### src/rtl/udma_l2_arbiter.sv
// -----------------------------------------------------------------------------
// udma_l2_arbiter
//
// Round-robin arbiter that funnels N_CH uDMA channel write requests into a
// single registered L2 request port. The output stage is one register
// (EMPTY/FULL). When the stage is EMPTY, or FULL and accepted by L2 in this
// cycle, a new channel is selected, granted combinationally and its payload
// is captured. Sustained throughput is one transfer per cycle.
//
// Optional feature: define UDMA_L2_ARB_PRIO_EN to add ch_prio_i. When any
// requesting channel has its prio bit set, only prio requesters are eligible.
// Both classes share one round-robin pointer.
//
// Parameters
//   N_CH      number of channels (2..16)
//   AWIDTH    word address width
//   DWIDTH    data width
//   ID_WIDTH  channel index width
//
// Ports
//   clk_i          clock, rising edge
//   rstn_i         asynchronous active-low reset
//   ch_req_i       per-channel request (level, held until granted)
//   ch_addr_i      per-channel address, channel c at [c*AWIDTH +: AWIDTH]
//   ch_data_i      per-channel data,    channel c at [c*DWIDTH +: DWIDTH]
//   ch_datasize_i  per-channel size,    channel c at [c*2 +: 2]
//   ch_prio_i      per-channel priority (only with UDMA_L2_ARB_PRIO_EN)
//   ch_gnt_o       one-hot single-cycle grant
//   l2_req_o       output stage holds a transfer
//   l2_gnt_i       L2 accepts the held transfer
//   l2_addr_o / l2_data_o / l2_datasize_o / l2_id_o  registered payload
// -----------------------------------------------------------------------------
module udma_l2_arbiter #(
  parameter int N_CH     = 4,
  parameter int AWIDTH   = 19,
  parameter int DWIDTH   = 32,
  parameter int ID_WIDTH = $clog2(N_CH)
) (
  input  logic                   clk_i,
  input  logic                   rstn_i,
  input  logic [N_CH-1:0]        ch_req_i,
  input  logic [N_CH*AWIDTH-1:0] ch_addr_i,
  input  logic [N_CH*DWIDTH-1:0] ch_data_i,
  input  logic [N_CH*2-1:0]      ch_datasize_i,
`ifdef UDMA_L2_ARB_PRIO_EN
  input  logic [N_CH-1:0]        ch_prio_i,
`endif
  output logic [N_CH-1:0]        ch_gnt_o,
  output logic                   l2_req_o,
  input  logic                   l2_gnt_i,
  output logic [AWIDTH-1:0]      l2_addr_o,
  output logic [DWIDTH-1:0]      l2_data_o,
  output logic [1:0]             l2_datasize_o,
  output logic [ID_WIDTH-1:0]    l2_id_o
);

  typedef enum logic {
    ST_EMPTY = 1'b0,
    ST_FULL  = 1'b1
  } state_e;

  state_e              state_q, state_d;
  logic [ID_WIDTH-1:0] last_q, last_d;
  logic [AWIDTH-1:0]   addr_q, addr_d;
  logic [DWIDTH-1:0]   data_q, data_d;
  logic [1:0]          size_q, size_d;
  logic [ID_WIDTH-1:0] id_q, id_d;

  logic [N_CH-1:0]     elig;
  logic [ID_WIDTH-1:0] sel_idx;
  logic                arb_en;
  logic                do_gnt;
  logic [N_CH-1:0]     gnt;

  // Eligible set: prio requesters mask out the rest when any are present.
`ifdef UDMA_L2_ARB_PRIO_EN
  logic [N_CH-1:0] prio_req;
  assign prio_req = ch_req_i & ch_prio_i;
  assign elig     = (|prio_req) ? prio_req : ch_req_i;
`else
  assign elig = ch_req_i;
`endif

  // Round-robin search from last_q+1 upward with wrap. The loop runs from the
  // farthest offset to the nearest, so the last hit (nearest to last_q+1)
  // wins without needing a found flag.
  always_comb begin
    sel_idx = '0;
    for (int k = N_CH; k >= 1; k--) begin
      if (elig[(int'(last_q) + k) % N_CH]) begin
        sel_idx = ID_WIDTH'((int'(last_q) + k) % N_CH);
      end
    end
  end

  // Arbitrate when empty, or when L2 drains the stage this cycle.
  assign arb_en = (state_q == ST_EMPTY) || l2_gnt_i;
  assign do_gnt = arb_en && (|elig);

  always_comb begin
    gnt = '0;
    if (do_gnt) begin
      gnt[sel_idx] = 1'b1;
    end
  end

  // Grant is combinational; force it low while reset is asserted.
  assign ch_gnt_o = gnt & {N_CH{rstn_i}};

  // Next-state and payload capture.
  always_comb begin
    state_d = state_q;
    last_d  = last_q;
    addr_d  = addr_q;
    data_d  = data_q;
    size_d  = size_q;
    id_d    = id_q;
    if (do_gnt) begin
      state_d = ST_FULL;
      last_d  = sel_idx;
      addr_d  = ch_addr_i[int'(sel_idx)*AWIDTH +: AWIDTH];
      data_d  = ch_data_i[int'(sel_idx)*DWIDTH +: DWIDTH];
      size_d  = ch_datasize_i[int'(sel_idx)*2 +: 2];
      id_d    = sel_idx;
    end else if (arb_en) begin
      // Accepted (or already empty) with nothing to reload.
      state_d = ST_EMPTY;
    end
  end

  always_ff @(posedge clk_i or negedge rstn_i) begin
    if (!rstn_i) begin
      state_q <= ST_EMPTY;
      last_q  <= ID_WIDTH'(N_CH - 1);
      addr_q  <= '0;
      data_q  <= '0;
      size_q  <= '0;
      id_q    <= '0;
    end else begin
      state_q <= state_d;
      last_q  <= last_d;
      addr_q  <= addr_d;
      data_q  <= data_d;
      size_q  <= size_d;
      id_q    <= id_d;
    end
  end

  assign l2_req_o      = (state_q == ST_FULL);
  assign l2_addr_o     = addr_q;
  assign l2_data_o     = data_q;
  assign l2_datasize_o = size_q;
  assign l2_id_o       = id_q;

endmodule
### config.mk
export PLATFORM = sky130hd
export DESIGN_NAME = udma_l2_arbiter
export DESIGN_NICKNAME = d
export VERILOG_FILES = /design/src/rtl/udma_l2_arbiter.sv
export SDC_FILE = /design/constraint.sdc
export NUM_CORES = 1
export LEC_CHECK = 0
export CORE_ASPECT_RATIO = 0.7
export CORE_MARGIN = 2
export CORE_UTILIZATION = 37
export DETAILED_ROUTE_END_ITERATION = 16
export PLACE_DENSITY_LB_ADDON = 0.12
export SKIP_CTS_REPAIR_TIMING = 1
export SLEW_MARGIN = 20
export SYNTH_ARGS = -nofsm -noshare
export SYNTH_HDL_FRONTEND = slang
export SYNTH_SLANG_ARGS = --single-unit
### constraint.sdc
create_clock -name clk_i -period 2.45 [get_ports clk_i]
set_input_delay 0.49 -clock clk_i [delete_from_list [all_inputs] [get_ports clk_i]]
set_output_delay 0.49 -clock clk_i [all_outputs]
set_load 0.1 [all_outputs]
# Word-level counts from Yosys, hierarchy flattened

Cells that the tools add are included.

Input bits: 219
Flip-flop bits (word level): 58
Logic and storage cells: 56

Add/sub/neg operators: 4
Bitwise operators: 6
Reduce and logical (&&, ||, !) cells: 9
Muxes and demuxes: 21
Shift-type cells: 3
Multipliers: 1
Order comparisons: 6

Operators by type and width:

| cell                  | count |
|---|---|
| $shiftx A128 B8 Y32   | 1 |
| $shiftx A76 B8 Y19    | 1 |
| $lt A3 B4 Y1 const B  | 4 |
| $mux W1               | 11 |
| $bmux W1 S2           | 4 |
| $mux W2               | 4 |
| $reduce_or A2 Y1      | 4 |
| $shiftx A8 B4 Y2      | 1 |
| $mul A2 B5 Y7 const B | 1 |
| $add A2 B1 Y2 const B | 2 |
| $add A2 B2 Y2 const B | 2 |
| $and A1 B1 Y1 const A | 4 |
| $and A4 B4 Y4         | 1 |
| $mux W4               | 1 |
| $reduce_or A4 Y1      | 1 |
| $lt A2 B3 Y1 const B  | 1 |
| $demux W1 S2          | 1 |
| $ge A2 B1 Y1 const B  | 1 |
| $logic_and A1 B1 Y1   | 2 |
| $reduce_bool A2 Y1    | 1 |
| $logic_or A1 B1 Y1    | 1 |
| $not A1 Y1            | 1 |

# Depth between registers and ports, before layout

Gate-level depths: netlist of the first run.

Depth after elaboration: 16
Mapped depth: 8
Depth with buffers taken out: 5

# Worst setup path after synthesis of the first run

Ideal clock, no wire load.

Path kind: register to output
From: register state_q, in the netlist l2_req_o
To: output ch_gnt_o[3]
Buffers on the path: 3
Cell stages (with the launch flop): 8
Data arrival time: 2,997 ps
Setup slack: -1,037 ps
Data required time: 1,960 ps
Cell sequence: dfrtp_1 > nand2b_1 > and2_1 > clkbuf_1 > buf_6 > buf_6 > nand3_1 > nor2b_1

Cells in the longest elaborated chain, start to end: 5

Ends and longest elaborated chain:

| element                | RTL line | source |
|---|---|---|
| from (decl)            | 62       | `state_e state_q, state_d;` |
| from (signal assigned) | 140      | `state_q <= state_d;` |
| $not A1 Y1             | 97       | `assign arb_en = (state_q == ST_EMPTY) \|\| l2_gnt_i;` |
| $logic_or A1 B1 Y1     | 97       |  |
| $logic_and A1 B1 Y1    | 98       | `assign do_gnt = arb_en && (\|elig);` |
| $mux W4                | 102      | `if (do_gnt) begin` |
| $and A4 B4 Y4          | 108      | `assign ch_gnt_o = gnt & {N_CH{rstn_i}};` |
| to (decl)              | 48       | `output logic [N_CH-1:0] ch_gnt_o,` |

No other way between the ends.

# Final worst setup path of the first run

From: register last_q[1]
To: output ch_gnt_o[1]

Cells in the longest elaborated chain, start to end: 14
Elaborated cells on any way between the ends: 27
Those cells by class: 4 x add/sub; 2 x order compare; 19 x mux; 1 x bitwise; 1 x reduce/logical

Ends and longest elaborated chain:

| element                                                                   | RTL line | source |
|---|---|---|
| from (decl)                                                               | 63       | `logic [ID_WIDTH-1:0] last_q, last_d;` |
| from (signal assigned)                                                    | 134      | `last_q <= ID_WIDTH'(N_CH - 1);` |
| from (signal assigned)                                                    | 141      | `last_q <= last_d;` |
| $add A2 B1 Y2                                                             | 90, 91   |  |
| $bmux W1 S2                                                               | 90       | `if (elig[(int'(last_q) + k) % N_CH]) begin` |
| $mux W1 (implied by the code) (2 in series)                               | 90       |  |
| $mux W2 (3 in series)                                                     | 90       |  |
| $mux W2 (*)                                                               | 90       |  |
| $lt A2 B3 Y1 (implied by the code) / $ge A2 B1 Y1 (equally long branches) | 103      | `gnt[sel_idx] = 1'b1;` |
| $logic_and A1 B1 Y1 (implied by the code)                                 | 103      |  |
| $mux W1 (implied by the code)                                             | 103      |  |
| $demux W1 S2 (*)                                                          | 103      |  |
| $mux W4 (*)                                                               | 102      |  |
| $and A4 B4 Y4 (*)                                                         | 108      |  |

Every way passes the cells marked *; elsewhere a longest branch is shown, timed or not. The select of a mux whose other input is x is not followed.

==> summary.md, run 1 <==
| Metric | Value |
|---|---|
| First-pass GRT wire length | 23.5 mm |
| Die height | 93.1 um |
| CP arrival | 1890 ps |
| Top fanout value on the critical path | 7 |
| Synth Area in Compound Gates | 10.1% |
| Simple-Gate Fraction of Synth Area | 20.9% |
| Ys Warns | 0 |
| Ys flop type | dfrtp_1 |
| Layout cells sized above 1 | 19.3% |
| CTS Buffer Depth | 2 |
| I/O Pins | 279 |
| Req. time, crit path | 1960 ps |
| Routed Antenna Nets | 0 |
| Setup Skew | 5.20 ps |
| Vias per cell | 5.12 |
| Initial antenna violation count | 0 |
| Netlist cell types | 24 |
| Largest net degree at the start of global routing | 58 |
| Static Leak | 3.08 nW |
| Startpoint Class | register |
| Post-Route WL | 15.0 mm |
| # port buffers | 278 |
| HPWL after detailed placement | 11.6 mm |
| Leading area contributor after synthesis | dfrtp_1 |
| Largest cells by area after synthesis | dfrtp_1, mux2i_1, nand3_1, mux2_1, o211ai_1 |
| CTS tree | done |
| Width of the die | 131 um |
| Final Hold Fails | 0 |
| Mapped Cells | 458 |
| CP max-delay cell | dfstp_2 |
| Most frequent cells in the layout | clkdlybuf4s50_1, nand3_1, buf_4 |
| Slew headroom | 49.7% |
| Period utilisation layout | 97.3% |
| Crit path capture type | primary output |
| CTS buffer count | 9 |
| Die area | 12200 um2 |
| Flops & latches, synth | 58 |
| Net count after synthesis | 677 |
| Clk Latency, worst-skew pair | 320 ps |
| Setup CP Type | reg2out |
| Peak supply drop | 0.000451 V |
| Vias in the first global route | 4611 |
| Worst-path clk slew | 50 ps |
| CP cell instances | nand2b_4 > a21oi_2 > o221ai_4 > buf_12 > nor2b_4 > buf_12 |
| Initial DRT Pass Iterations | 4 |
| Starting DRT DRC Count | 202 |
| Register area | 1460 um2 |
| Routed via count | 4579 |
| Tmin final | 2380 ps |
| Fin Setup TNS | 0 ps |
| Share of the synthesized area in the top cell type | 33.4% |
| Diodes inserted | 0 |
| Main combinational cell family by area after synthesis | multiplexers |
| Syn avg cell area | 9.17 um2 |
| Filler cells | 906 |
| Share of async-settable or async-resettable flops after synthesis | 100% |
| Final setup vio count | 0 |
| CORE AREA | 11100 um2 |
| Gr ovfl total | 0 |
| Hold crit path type | reg2reg |
| DR WL/cell | 16.7 um |
| FMAX | 0.419 GHz |
| Row cnt | 32 |
| Multi-input gate area | 2540 um2 |
| Max incr delay on CP | 600 ps |
| Final Slew Violations | 0 |
| Sequential share of the synthesized area | 34.6% |
| Post-synthesis mux area share | 27.1% |
| Xor and xnor area share after synthesis | 0% |
| Number of synthesized flops with an enable pin | 0 |
| Outcome | finished, final reports clean |
| CTS H-tree lvls | 3 |
| Post-route core utilization | 68.6% |
| Sink Count | 58 |
| Synthesized area | 4200 um2 |
| Worst Hold Depth | 2 |
| Adder-cell share of the synthesized area | 0% |
| GP Congestion | 0.876 |
| Slew at the pin closest to its max-slew limit | 754 ps |
| GRT Overall Usage | 24.1% |
| Max Cap Viol | 0 |
| Most frequent CP cell | buf_12 |
| Worst reg2reg path depth | 7 |
| Commonest non-fill, non-tap cell in the layout | clkdlybuf4s50_1 |
| PD cells | 897 nW/um2 |
| Starting Density | 38.0% |
| Clock root cell | clkbuf_16 |
| Layout Nets | 956 |
| DR DRC count | 0 |
| Synth-to-layout area growth | 80.4% |
critical path, delay by kind of cell, from the launching register on:
kind,cells,cell delay (ps)
AOI/OAI and AO/OA,2,340
and+or+nand+nor,2,300
DFF,1,600
buffers and inverters,2,320
routing by layer:
layer	wire (um)	global-route usage [%]	up-vias	part of all wire [%]
met5	0	0	-	0
met4	194	5.98	0	1.3
li1	-	-	2229	-
met2	7760	44.2	179	52
met1	5890	27.7	2155	39
met3	1140	7.59	16	7.6
state kept, by name, summed over array words and instances (netlist names):
signal	flops
l2_data_o	32
l2_addr_o	19
l2_datasize_o	2
l2_id_o	2
last_q	2
l2_req_o	1
power by group:
part / leakage, nW / internal (mW) / switching [mW] / total, mW
Sequential: 0.704 / 1.24 / 0.161 / 1.40
Clock: 0.151 / 0.836 / 0.430 / 1.27
Combinational: 2.23 / 1.24 / 2.89 / 4.14
Total: 3.08 / 3.31 / 3.48 / 6.80
path summary, 6_finish.rpt:
check	from	endpoint	slack [ps]
worst max register to register	last_q[1]	l2_addr_o[1]	290
worst min register to register	l2_id_o[1]	l2_id_o[1]	490
max in group asynchronous	rstn_i	l2_req_o	970
worst max-delay path	last_q[1]	ch_gnt_o[1]	70
worst min-delay path	l2_id_o[1]	l2_id_o[1]	490
min in group asynchronous	rstn_i	l2_id_o[0]	500
per-stage QoR:
stage          setup slack, ps  area (um2)  hold slack, ps  power [mW]  instances
3_5_place_dp              -145        7200             296        5.55        874
3_3_place_gp              -114        7200             296        5.49        874
6_report                  66.1        7580             486        6.80        895
2_1_floorplan            -6.08        4250             194        4.32        458
5_1_grt                  -19.4        7580             511        7.09        895
4_1_cts                   -145        7510           -50.1        6.84        890
final cells by class:
class | count | share of cell area, %
multi-input cells | 351 | 33.5
repair buffers | 317 | 40.7
flip-flops and latches | 58 | 19.2
well taps | 153 | 2.53
clock buffers | 11 | 3.34
clock inverters | 5 | 0.694
synth_stat cells (2+ instances only):
library cell,n
nor2_1,8
buf_6,10
mux2_1,44
buf_2,23
nand2b_1,6
dfrtp_1,56
nand3_1,107
mux2i_1,54
nor2b_1,3
o211ai_1,53
nand3b_1,2
clkbuf_1,9
buf_4,5
nand2_1,59
dfstp_2,2
mux2_2,9
logic make-up (layout without fill, tap and decap cells):
| logic type | Yosys count | in the layout |
|---|---|---|
| AO/OA/AOI/OAI | 57 | 57 |
| flip-flops | 58 | 58 |
| AND/OR/NAND/NOR | 187 | 187 |
| multiplexers | 107 | 107 |
| buffers and inverters | 49 | 333 |
Power figures use the tool's default switching activity.
==> run 2: changes to the inputs <==
- PLACE_DENSITY: default -> 0.94
- PLACE_DENSITY_LB_ADDON: 0.12 -> default
==> summary.md, run 2 (synthesis gave the netlist of run 1 again) <==
| Metric | Value |
|---|---|
| CTS H-tree lvls | 3 (unchanged) |
| Net switching power | 3.49 mW (about the same) |
| Tmin final | 2380 ps (-2.99 ps) |
| Setup Skew | 3.52 ps (-1.68 ps) |
| Starting Density | 38.0% (unchanged) |
| Starting DRT DRC Count | 200 (-0.99%) |
| Peak supply drop | 0.000783 V (+74%) |
| Worst-path clk slew | 50 ps (about the same) |
| Most frequent cells in the layout | clkdlybuf4s50_1, nand3_1, buf_4 |
| Vias per cell | 5.31 (+3.7%) |
| Top fanout value on the critical path | 7 (unchanged) |
| Vias in the first global route | 4852 (+5.2%) |
| Clock root cell | clkbuf_16 |
| Initial antenna violation count | 0 (unchanged) |
| Setup CP Type | reg2out |
| Final Slew Violations | 0 (unchanged) |
| Grt met1 use | 28.3% (+0.60 points) |
| Final instance area | 7590 um2 (+0.17%) |
| Slew at the pin closest to its max-slew limit | 438 ps (-316 ps) |
| I/O Pins | 279 (unchanged) |
| CTS Buffer Depth | 2 (unchanged) |
| Layout Nets | 948 (-0.84%) |
| Met3 Use GR | 6.72% (-0.87 points) |
| Width of the die | 131 um (unchanged) |
| GP Congestion | 0.891 (+1.8%) |
| Switching Fraction | 50.9% (-0.36 points) |
| Synth-to-layout area growth | 80.7% |
| CTS tree | done |
| Inst Count DP | 870 (-0.46%) |
| Clk Latency, worst-skew pair | 320 ps (about the same) |
| Outcome | finished, final reports clean |
| Max Cap Viol | 0 (unchanged) |
| CP max-delay cell | dfstp_2 |
| Clock power frac | 18.7% (about the same) |
| Initial DRT Pass Iterations | 4 (unchanged) |
| Final setup vio count | 0 (unchanged) |
| Hold crit path type | in2async |
| DR WL/cell | 17.3 um (+3.3%) |
| DR DRC count | 0 (unchanged) |
| Crit path capture type | primary output |
| CTS buffer count | 9 (unchanged) |
| Most frequent CP cell | buf_12 |
| Layout cells sized above 1 | 18.1% (-1.1 points) |
| Commonest non-fill, non-tap cell in the layout | clkdlybuf4s50_1 |
| Largest net degree at the start of global routing | 39 (-33%) |
| Tot Pwr | 6.85 mW (+0.74%) |
| Fin cells | 886 (-1.0%) |
| CP arrival | 1890 ps (about the same) |
| Startpoint Class | register |
| Final Hold Fails | 0 (unchanged) |
| Cell-internal power | 3.36 mW (+1.5%) |
| GRT Overall Usage | 25.1% (+0.96 points) |
| Period utilisation layout | 97.2% (-0.12 points) |
| PD cells | 902 nW/um2 (+0.57%) |
| First-pass GRT wire length | 24.4 mm (+4.0%) |
| Flop pwr share | 20.7% (about the same) |
| # port buffers | 278 (unchanged) |
| Area post-placement | 7250 um2 (+0.63%) |
| Busiest grt layer | met2 |
| CP cell instances | nand2b_1 > a21oi_2 > o221ai_4 > buf_12 > nor2b_4 > buf_12 |
| Die height | 93.1 um (unchanged) |
| RSZ-0062 raised after global routing | true |
| Max incr delay on CP | 590 ps (about the same) |
| Routed Antenna Nets | 0 (unchanged) |
| Row cnt | 32 (unchanged) |
| HPWL after detailed placement | 11.9 mm (+2.3%) |
| Post-Route WL | 15.3 mm (+2.2%) |
| CORE AREA | 11100 um2 (unchanged) |
| Gr ovfl total | 0 (unchanged) |
| Slew headroom | 70.8% (+21 points) |
| Met2 Track Usage GR | 46.4% (+2.3 points) |
| Req. time, crit path | 1960 ps (about the same) |
| Gate power share | 60.6% (-0.2 points) |
| Static Leak | 3.07 nW (-0.45%) |
| Die area | 12200 um2 (unchanged) |
| Max reg flops | 32 (unchanged) |
| Sink Count | 58 (unchanged) |
| FMAX | 0.420 GHz (+0.13%) |
| Diodes inserted | 0 (unchanged) |
| Routed via count | 4701 (+2.7%) |
run 2: cell types whose count changed in the layout (fill, tap and decap cells not counted):
cell,change
buf_12,+6
clkbuf_8,+1
nand2b_4,-1
clkinv_2,-2
clkinvlp_4,-1
nand3_4,+1
clkbuf_1,+1
nand2b_1,+1
buf_4,-13
dlygate4sd3_1,-1
nand3_2,-1
run 2: per-layer routing:
metal,up-vias,wire (um),share of wire (%)
met5,-,0,0
met4,0,343,2.2
met3,29,1120,7.3
met2,232,7880,51
met1,2231,5980,39
li1,2209,-,-
run 2: critical path: cells and delay by family, from the launching register on:
kind                   cells  cell delay [ps]
DFF                        1              590
and+or+nand+nor            2              300
AOI/OAI and AO/OA          2              310
buffers and inverters      2              350
run 2: layout make-up:
cell class | count | area (um2)
clock inverter | 2 | 35.0
timing repair buffer | 309 | 3100
sequential | 58 | 1460
fill | 798 | 3460
clock buffer | 13 | 270
tap | 153 | 191
multi-input combinational | 351 | 2540
run 2: power groups by stage:
stage                     combinational [mW]  sequential (mW)  clock [mW]
after floorplan                        0.982             3.33           0
after global placement                  4.09             1.41           0
after detailed placement                4.16             1.43           0
after CTS                               4.17             1.42        1.31
after global routing                    4.32             1.44        1.35
final                                   4.15             1.42        1.28
run 2: through the flow:
step                      worst slack, ps  hold WS, ps  setup TNS, ps  utilization (%)
final                                69.0          250              0             68.7
after global routing                -2.44          283          -2.44             68.7
after CTS                            -164          226           -579             68.4
after detailed placement             -186          473          -7560             65.6
after global placement               -104          465          -3640             65.6
after floorplan                     -6.08          194          -6.08                -
run 2: worst paths after layout:
kind	startpoint	end	slack [ps]	cells after the start
worst max register to register	last_q[1]	l2_data_o[7]	310	7
worst min-delay path	rstn_i	l2_addr_o[15]	250	2
worst min register to register	l2_id_o[1]	l2_id_o[1]	480	2
worst max-delay path	last_q[1]	ch_gnt_o[3]	70	6
min in group clk_i	l2_id_o[1]	l2_id_o[1]	480	2
max in group asynchronous	rstn_i	l2_req_o	1820	2
